### config.mk
export PLATFORM = sky130hd
export DESIGN_NAME = enigma_stream_engine
export DESIGN_NICKNAME = d
export VERILOG_FILES = /design/src/rtl/enigma_pkg.sv /design/src/rtl/enigma_rotor_map.sv /design/src/rtl/enigma_stream_engine.sv
export SDC_FILE = /design/constraint.sdc
export NUM_CORES = 1
export LEC_CHECK = 0
export ABC_CLOCK_PERIOD_IN_PS = 8070
export CAP_MARGIN = 10
export CORE_MARGIN = 3
export CORE_UTILIZATION = 50
export CTS_CLUSTER_SIZE = 25
export DETAILED_ROUTE_END_ITERATION = 6
export PLACE_DENSITY_LB_ADDON = 0.3
export SLEW_MARGIN = 30
export SYNTH_ARGS = -nofsm -noshare
export SYNTH_HDL_FRONTEND = slang
export SYNTH_SLANG_ARGS = --single-unit
### constraint.sdc
create_clock -name clk -period 8.07 [get_ports clk]
set_input_delay 1.2105 -clock clk [delete_from_list [all_inputs] [get_ports clk]]
set_output_delay 1.2105 -clock clk [all_outputs]
set_load 0.01 [all_outputs]
### src/rtl/enigma_pkg.sv
// Shared tables and helpers for the Enigma stream engine: wheel wirings I..V,
// reflector B, turnover notches, mod-26 helpers and the engine state encoding.
package enigma_pkg;

  // Each wiring is a 26-letter string; element [25] holds the image of 'A'.
  typedef logic [25:0][7:0] wiring_t;

  localparam wiring_t WHEEL_I   = "EKMFLGDQVZNTOWYHXUSPAIBRCJ";
  localparam wiring_t WHEEL_II  = "AJDKSIRUXBLHWTMCQGZNPYFVOE";
  localparam wiring_t WHEEL_III = "BDFHJLCPRTXVZNYEIWGAKMUSQO";
  localparam wiring_t WHEEL_IV  = "ESOVPZJAYQUIRHXLNFTGKDCMWB";
  localparam wiring_t WHEEL_V   = "VZBRGITYUPSDNHLXAWMJQOFEKC";
  localparam wiring_t REFL_B    = "YRUHQSLDPXNGOKMIEBFZCWVJAT";

  typedef enum logic [2:0] {
    S_IDLE, S_STEP, S_PB_IN, S_FWD, S_REFL, S_BWD, S_PB_OUT, S_OUT
  } state_e;

  function automatic logic [4:0] letter_at(input wiring_t w, input logic [4:0] idx);
    return 5'(w[5'd25 - idx] - 8'd65);
  endfunction

  function automatic logic [4:0] wheel_fwd(input logic [2:0] sel, input logic [4:0] idx);
    case (sel)
      3'd1:    return letter_at(WHEEL_II, idx);
      3'd2:    return letter_at(WHEEL_III, idx);
      3'd3:    return letter_at(WHEEL_IV, idx);
      3'd4:    return letter_at(WHEEL_V, idx);
      default: return letter_at(WHEEL_I, idx);
    endcase
  endfunction

  // Inverse wiring found by search, so only the forward tables are stored.
  function automatic logic [4:0] wheel_bwd(input logic [2:0] sel, input logic [4:0] c);
    logic [4:0] r;
    r = '0;
    for (int j = 0; j < 26; j++) begin
      if (wheel_fwd(sel, 5'(j)) == c) r = 5'(j);
    end
    return r;
  endfunction

  function automatic logic [4:0] refl_b(input logic [4:0] c);
    return letter_at(REFL_B, c);
  endfunction

  function automatic logic [4:0] notch(input logic [2:0] sel);
    case (sel)
      3'd0:    return 5'd16;
      3'd1:    return 5'd4;
      3'd2:    return 5'd21;
      3'd3:    return 5'd9;
      default: return 5'd25;
    endcase
  endfunction

  function automatic logic [4:0] mod26(input logic [5:0] v);
    return (v >= 6'd26) ? 5'(v - 6'd26) : v[4:0];
  endfunction

  function automatic logic [4:0] inc26(input logic [4:0] p);
    return (p == 5'd25) ? 5'd0 : p + 5'd1;
  endfunction

endpackage

### src/rtl/enigma_rotor_map.sv
// One rotor substitution stage: shift into the wheel frame, look up the
// forward or inverse wiring, shift back out. Purely combinational.
module enigma_rotor_map
  import enigma_pkg::*;
#(
  parameter int SW = 3
) (
  input  logic [SW-1:0] sel_i,
  input  logic [4:0]    pos_i,
  input  logic          dir_i,
  input  logic [4:0]    c_i,
  output logic [4:0]    c_o
);
  logic [4:0] entry;
  logic [4:0] wired;
  logic [5:0] diff;

  always_comb begin
    entry = mod26({1'b0, c_i} + {1'b0, pos_i});
    wired = dir_i ? wheel_bwd(3'(sel_i), entry) : wheel_fwd(3'(sel_i), entry);
    diff  = {1'b0, wired} - {1'b0, pos_i};
    // A negative difference wraps in 6 bits; adding 26 lands back in 0..25.
    c_o   = (wired < pos_i) ? 5'(diff + 6'd26) : diff[4:0];
  end

endmodule

### src/rtl/enigma_stream_engine.sv
// Iterative Enigma engine: one substitution stage per cycle through a single
// shared rotor map, with runtime-programmable wheels, positions and plugboard.
module enigma_stream_engine
  import enigma_pkg::*;
#(
  parameter int N_ROTORS = 3,
  parameter int N_WHEELS = 5
) (
  input  logic                        clk,
  input  logic                        rst,
  input  logic                        cfg_we,
  input  logic [2:0]                  cfg_idx,
  input  logic [$clog2(N_WHEELS)-1:0] cfg_sel,
  input  logic [4:0]                  cfg_pos,
  input  logic                        pb_we,
  input  logic [4:0]                  pb_a,
  input  logic [4:0]                  pb_b,
  input  logic                        pb_clr,
  input  logic                        in_valid,
  output logic                        in_ready,
  input  logic [4:0]                  in_char,
  output logic                        out_valid,
  input  logic                        out_ready,
  output logic [4:0]                  out_char,
  output logic                        busy,
  output logic                        cfg_err,
  output logic [5*N_ROTORS-1:0]       pos_q
);
  localparam int SW = $clog2(N_WHEELS);
  localparam logic [2:0]  LAST = 3'(N_ROTORS - 1);
  localparam logic [2:0]  NR_L = 3'(N_ROTORS);
  localparam logic [SW:0] NW_L = N_WHEELS[SW:0];

  state_e        state_q, state_d;
  logic [2:0]    stage_q, stage_d;
  logic [4:0]    char_q, char_d;
  logic          bypass_q, bypass_d;
  logic          err_q, err_d;
  logic [SW-1:0] sel_q [N_ROTORS];
  logic [SW-1:0] sel_d [N_ROTORS];
  logic [4:0]    rpos_q [N_ROTORS];
  logic [4:0]    rpos_d [N_ROTORS];
  logic [4:0]    pb_q [0:25];
  logic [4:0]    pb_d [0:25];

  logic [SW-1:0] map_sel;
  logic [4:0]    map_pos;
  logic [4:0]    map_c;
  logic          map_bwd;
  logic          cfg_ok, pb_ok;

  // Handshake: a character is taken on in_valid && in_ready (IDLE only); the
  // result is held on out_char with out_valid until out_valid && out_ready.
  assign in_ready  = (state_q == S_IDLE);
  assign busy      = (state_q != S_IDLE);
  assign out_valid = (state_q == S_OUT);
  assign out_char  = char_q;
  assign cfg_err   = err_q;
  assign map_bwd   = (state_q == S_BWD);

  assign cfg_ok = (cfg_idx < NR_L) && ({1'b0, cfg_sel} < NW_L) && (cfg_pos <= 5'd25);
  assign pb_ok  = (pb_a <= 5'd25) && (pb_b <= 5'd25);

  always_comb begin
    pos_q = '0;
    for (int i = 0; i < N_ROTORS; i++) pos_q[5*i +: 5] = rpos_q[i];
  end

  always_comb begin
    map_sel = '0;
    map_pos = '0;
    for (int i = 0; i < N_ROTORS; i++) begin
      if (stage_q == 3'(i)) begin
        map_sel = sel_q[i];
        map_pos = rpos_q[i];
      end
    end
  end

  enigma_rotor_map #(.SW(SW)) u_map (
    .sel_i (map_sel),
    .pos_i (map_pos),
    .dir_i (map_bwd),
    .c_i   (char_q),
    .c_o   (map_c)
  );

  always_comb begin
    state_d  = state_q;
    stage_d  = stage_q;
    char_d   = char_q;
    bypass_d = bypass_q;
    err_d    = 1'b0;
    sel_d    = sel_q;
    rpos_d   = rpos_q;
    pb_d     = pb_q;

    // Writes land in IDLE, so one issued alongside an accept precedes STEP.
    if (state_q == S_IDLE) begin
      if (pb_clr) begin
        for (int j = 0; j < 26; j++) pb_d[j] = 5'(j);
      end
      if (pb_we) begin
        if (pb_ok) begin
          pb_d[pb_a] = pb_b;
          pb_d[pb_b] = pb_a;
        end else begin
          err_d = 1'b1;
        end
      end
      if (cfg_we) begin
        if (cfg_ok) begin
          for (int i = 0; i < N_ROTORS; i++) begin
            if (cfg_idx == 3'(i)) begin
              sel_d[i]  = cfg_sel;
              rpos_d[i] = cfg_pos;
            end
          end
        end else begin
          err_d = 1'b1;
        end
      end
    end else if (cfg_we || pb_we || pb_clr) begin
      err_d = 1'b1;
    end

    case (state_q)
      S_IDLE: begin
        if (in_valid) begin
          char_d   = in_char;
          bypass_d = (in_char > 5'd25);
          state_d  = S_STEP;
        end
      end
      S_STEP: begin
        // All step decisions use the pre-step positions; slot i's own notch
        // term is the double step of the middle rotors.
        if (!bypass_q) begin
          rpos_d[0] = inc26(rpos_q[0]);
          for (int i = 1; i < N_ROTORS; i++) begin
            if ((rpos_q[i-1] == notch(3'(sel_q[i-1]))) ||
                ((i < N_ROTORS - 1) && (rpos_q[i] == notch(3'(sel_q[i])))))
              rpos_d[i] = inc26(rpos_q[i]);
          end
        end
        state_d = S_PB_IN;
      end
      S_PB_IN: begin
        if (!bypass_q) char_d = pb_q[char_q];
        stage_d = 3'd0;
        state_d = S_FWD;
      end
      S_FWD: begin
        if (!bypass_q) char_d = map_c;
        if (stage_q == LAST) state_d = S_REFL;
        else stage_d = stage_q + 3'd1;
      end
      S_REFL: begin
        if (!bypass_q) char_d = refl_b(char_q);
        stage_d = LAST;
        state_d = S_BWD;
      end
      S_BWD: begin
        if (!bypass_q) char_d = map_c;
        if (stage_q == 3'd0) state_d = S_PB_OUT;
        else stage_d = stage_q - 3'd1;
      end
      S_PB_OUT: begin
        if (!bypass_q) char_d = pb_q[char_q];
        state_d = S_OUT;
      end
      S_OUT: begin
        if (out_ready) state_d = S_IDLE;
      end
      default: state_d = S_IDLE;
    endcase
  end

  always_ff @(posedge clk or posedge rst) begin
    if (rst) begin
      state_q  <= S_IDLE;
      stage_q  <= '0;
      char_q   <= '0;
      bypass_q <= 1'b0;
      err_q    <= 1'b0;
      for (int i = 0; i < N_ROTORS; i++) begin
        sel_q[i]  <= SW'((N_ROTORS - 1 - i) % N_WHEELS);
        rpos_q[i] <= '0;
      end
      for (int j = 0; j < 26; j++) pb_q[j] <= 5'(j);
    end else begin
      state_q  <= state_d;
      stage_q  <= stage_d;
      char_q   <= char_d;
      bypass_q <= bypass_d;
      err_q    <= err_d;
      sel_q    <= sel_d;
      rpos_q   <= rpos_d;
      pb_q     <= pb_d;
    end
  end

endmodule
==> flow_summary.ini, run 1 <==
[outcome]
status = finished with violations
violations = design-rule violations

[critical_path]
timing.rr.end = out_char[3]$_DFFE_PP0P_
crit_top_cell = ha_1
crit_type = reg -> reg
worstReg2RegStart = stage_q[1]$_DFFE_PP0P_
start_kind = flop
rr_worst_depth = 36
r2r_setup_slack_ns = 0.33
crit_start = stage_q[1]$_DFFE_PP0P_
cp.required_ns = 8.42
worstPathMaxFanout = 12
arrival_ns = 8.09
slowest_stage = fa_2
max_stage_delay_ns = 0.52
critPathCaptureType = flop
cp-endpoint = out_char[3]$_DFFE_PP0P_

[timing]
finalCriticalPeriod_ns = 7.74
fin_crit_sh = 0.959
fmax_mhz = 129
slew_violations = 0
setup_viol = 0
tightest_slew_ns = 1.12
hold_ws_ns = 0.475
max_slew_margin = 0.255
skew_ns = 0.0161
timing.final.hold_violations = 0

[yosys]
yosys.area.top_type = dfrtp_1
synth.top_cell.area_share = 0.176
synthTopCellsByCount = nand2_1, nor2_1, o21ai_0, a21oi_1, clkbuf_1
yosys-top-cells-area = dfrtp_1, dfstp_2, nand2_1
syn_area_um2 = 15400
synthArstFlopShare = 1.00
ys_seq_elements = 167
synth.avg_cell_area_um2 = 7.49
ys.flop_type = dfrtp_1
yosysWarningCount = 0
synth-edff-count = 0
yosys.cell_count.top_type = nand2_1
syn_nets = 2126
yosys.cell_types.count = 92
ys_seq_area_frac = 0.276
syn_inst = 2054

[floorplanning]
die_height_um = 181
rows = 63
die-area_um2 = 32900
core_area_um2 = 30000
io_pins = 57
start_util = 0.514
die_w_um = 181

[clock_network]
htreeDepth = 4
clk_pin_slew_ns = 0.07
root_buffer = clkbuf_16
clk_path_buf_depth = 2
hold_buffers = 0
cts_tree = built
cts_sinks = 167
cts_buffers = 17
clk_latency_ns = 0.45

[place]
portBuffers = 56
dp.cells = 2402
gp_congestion = 0.975
dp_hpwl_um = 36400

[routing]
drt-initial-drc-count = 2448
drcViolationCount = 7
ant_nets = 0
dr.pass1.iters = 7
routed-via-count = 17200
wl_per_cell_um = 22.9
vias_per_cell = 7.05
finalWirelength_um = 56000

[cells_and_area]
nets = 2115
diodes = 0
synthToLayoutAreaGrowth_pct = 11.9
drive_gt1_frac = 0.130
layoutNonFillerInstCount = 2446

[global_route]
grtUsageTotal = 0.329
grt_pass1_wl_um = 88700
grt_pass1_vias = 16300
grt_max_degree = 93
antenna_found_initial = 0
gr-total-overflow = 0

[job]
maxCapViolations = 0

[hold_path]
hold_class = reg -> reg
[state kept, by name (all words and copies together), names as in the netlist]
| name | cells |
|---|---|
| sel_q | 9 |
| pb_q | 130 |
| bypass_q | 1 |
| cfg_err | 1 |
| pos_q | 15 |
| stage_q | 3 |
| state_q | 3 |
| out_char | 5 |
[through the flow]
stage	setup slack, ns	utilization	setup TNS [ns]	cell area, um^2
6_report	0.328	0.575	0	17200
5_1_grt	-0.0794	0.575	-0.186	17200
4_1_cts	0.0519	0.567	0	17000
3_5_place_dp	-0.0468	0.546	-0.0798	16300
3_3_place_gp	0.138	0.546	0	16300
2_1_floorplan	0.0424	-	0	15400
[worst min path at each step]
stage / start / end / slack [ns] / depth (start not counted)
floorplan: pb_q[15]$_DFFE_PP0P_ / pb_q[15]$_DFFE_PP0P_ / 0.44 / 2
global placement: pb_q[15]$_DFFE_PP0P_ / pb_q[15]$_DFFE_PP0P_ / 0.46 / 2
detailed placement: pb_q[21]$_DFFE_PP0P_ / pb_q[21]$_DFFE_PP0P_ / 0.47 / 2
CTS: pb_q[83]$_DFFE_PP1P_ / pb_q[83]$_DFFE_PP1P_ / 0.48 / 2
global route: pb_q[83]$_DFFE_PP1P_ / pb_q[83]$_DFFE_PP1P_ / 0.50 / 2
finish: pb_q[21]$_DFFE_PP0P_ / pb_q[21]$_DFFE_PP0P_ / 0.48 / 2
[per-layer routing]
metal,global-route usage,share of wire,vias to the layer above
met4,0.156,0.049,0
met1,0.442,0.39,8102
met5,0,0,-
met3,0.0741,0.12,260
met2,0.506,0.45,1287
li1,-,-,7588
[cell usage in the layout, fill, tap and decap left out, types with 59 or more instances in the layout]
master / netlist / layout
dfstp_2: 59 / 59
nand2_1: 251 / 249
buf_4: 2 / 68
nor3_1: 74 / 73
a21oi_1: 176 / 174
dfrtp_1: 108 / 107
a22oi_1: 66 / 66
o22ai_1: 94 / 93
o21ai_0: 188 / 187
nor2_1: 239 / 235
[critical path, delay by kind of cell (launching register included)]
kind            cells  cell delay (ns)
compound gates     13             2.38
buf+inv             5             0.62
simple gates        7             1.13
flops               1             0.41
mux                 1             0.27
xor+xnor            3             0.91
fa+ha+maj           7             1.93
[cell type report]
cell class / instances / area (um^2)
Tap cell: 390 / 488
Multi-Input combinational cell: 1660 / 10400
Clock buffer: 21 / 460
Timing Repair Buffer: 133 / 1220
Fill cell: 2739 / 12700
Sequential cell: 167 / 4250
Inverter: 64 / 245
Clock inverter: 11 / 115
[what timing repair did]
item,4_1_cts,5_1_grt
setup buffers,1,10
gates resized for setup,3,38
endpoints found under the setup margin,3,4
gates cloned,1,0
pin swaps,1,12
[cells by family (layout without fill, tap and decap cells)]
group	after synthesis	count (layout)	synth area share
adders and majority gates	40	40	0.0333
muxes	88	88	0.0782
and+or+nand+nor	749	749	0.222
xor gates and xnor gates	46	46	0.0276
DFF	167	167	0.276
AOI/OAI and AO/OA	737	737	0.304
buffers and inverters	227	229	0.0586
Power of run 1 is not shown: default switching activity piles up to over one toggle a cycle in this logic, so the estimate is an artifact.
==> inputs of run 2 (changes only) <==
Settings changed: ABC_CLOCK_PERIOD_IN_PS 8070 to 7400.
Clock period 8.07 ns to 7.4 ns, I/O delays scaled along.
==> flow_summary.ini, run 2 (synthesized netlist as in run 1, its figures left out) <==
[critical_path]
r2r_setup_slack_ns = 0.02
cp.required_ns = 7.72
arrival_ns = 7.70
critPathCaptureType = flop
start_kind = flop
worstPathMaxFanout = 5
rr_worst_depth = 34
max_stage_delay_ns = 0.43
slowest_stage = a2111o_1
crit_type = reg -> reg

[clock_network]
cts_tree = built
cts_buffers = 17
clk_path_buf_depth = 2
clk_pin_slew_ns = 0.07
htreeDepth = 4
root_buffer = clkbuf_16
cts_sinks = 167
clk_latency_ns = 0.46

[routing]
drt-met1-wl_um = 22500
drcViolationCount = 2
vias_per_cell = 6.98
drt-initial-drc-count = 2491
dr.pass1.iters = 7
finalWirelength_um = 57400
wl_per_cell_um = 22.9
wl_met2_um = 25500
ant_nets = 0
dr.max_layer_used = met4
met3_wirelength_um = 6620
routed-via-count = 17500

[floorplanning]
die_height_um = 181
rows = 63
io_pins = 57
die_w_um = 181
core_area_um2 = 30000
die-area_um2 = 32900
start_util = 0.514

[cells_and_area]
fillers = 2691
diodes = 0
regMostFlops = pb_q
drive_gt1_frac = 0.170
multi_input_area_um2 = 10600
seq_area_um2 = 4260
final_core_utilization = 0.598
synthToLayoutAreaGrowth_pct = 16.3
layout_commonest_cell = nand2_1
largest_reg_flops = 130
mostFrequentLayoutCells = nand2_1, nor2_1, o21ai_0
nets = 2181

[timing]
tightest_slew_ns = 1.00
rsz0062_at_grt = true
fin_crit_sh = 0.997
slew_violations = 0
setup_viol = 0
fmax_mhz = 135
timing.final.hold_violations = 0
max_slew_margin = 0.329
finalCriticalPeriod_ns = 7.38
skew_ns = 0.0163

[hold_path]
hold_path_depth = 2
hold_class = reg -> reg

[global_route]
grt_max_degree = 95
grt_pass1_vias = 16700
grtUsageTotal = 0.338
grt_pass1_wl_um = 91100
gr-total-overflow = 0
antenna_found_initial = 0

[place]
dp_hpwl_um = 38900
gp_congestion = 0.957
portBuffers = 56

[outcome]
status = finished with violations
violations = design-rule violations

[job]
maxCapViolations = 0
## run 2: worst max-delay path: cells and delay by family (launching register included)
family | cells | cell delay, ns
and+or+nand+nor | 9 | 1.59
xor gates and xnor gates | 3 | 0.73
DFF | 1 | 0.39
buffers and inverters | 3 | 0.41
AOI/OAI and AO/OA | 13 | 2.62
muxes | 1 | 0.27
adders and majority gates | 5 | 1.21
## run 2: through the flow
step                instances  worst slack (ns)  area [um^2]  hold WS [ns]  setup TNS, ns
finish                   2512            0.0195        17900         0.477              0
global route             2512            -0.325        17900         0.514          -1.18
CTS                      2494           0.00371        17600         0.485              0
detailed placement       2460           -0.0589        16900         0.469        -0.0742
global placement         2460             0.160        16900         0.463              0
floorplan                2054            0.0135        15600         0.445              0
## run 2: area by class of cell
type / instances / share of cell area
well taps: 390 / 0.0273
inverters: 64 / 0.0138
flip-flops and latches: 167 / 0.238
multi-input cells: 1660 / 0.592
repair buffers: 199 / 0.0958
clock buffers: 18 / 0.0240
clock inverters: 14 / 0.00902
## run 2: worst paths after layout
check / start / endpoint
max: stage_q[0]$_DFFE_PP0P_ / out_char[1]$_DFFE_PP0P_
min: pb_q[127]$_DFFE_PP0P_ / pb_q[127]$_DFFE_PP0P_
max reg2reg: stage_q[0]$_DFFE_PP0P_ / out_char[1]$_DFFE_PP0P_
min reg2reg: pb_q[127]$_DFFE_PP0P_ / pb_q[127]$_DFFE_PP0P_
max in group asynchronous: rst / pb_q[95]$_DFFE_PP0P_
min in group asynchronous: rst / pb_q[26]$_DFFE_PP0P_
## run 2: per-layer routing
metal | up-vias | track usage
met2 | 1231 | 0.524
met5 | - | 0
met3 | 240 | 0.0783
met4 | 0 | 0.158
li1 | 7718 | -
met1 | 8336 | 0.449
## run 2: timing repair
action	4_1_cts	5_1_grt
hold buffers	0	0
setup endpoints to repair	4	4
pin swaps	3	29
cloned	1	0
hold endpoints to repair	0	0
resized for setup	6	40
setup buffers	1	18
Power of run 2 is left out for the same reason.
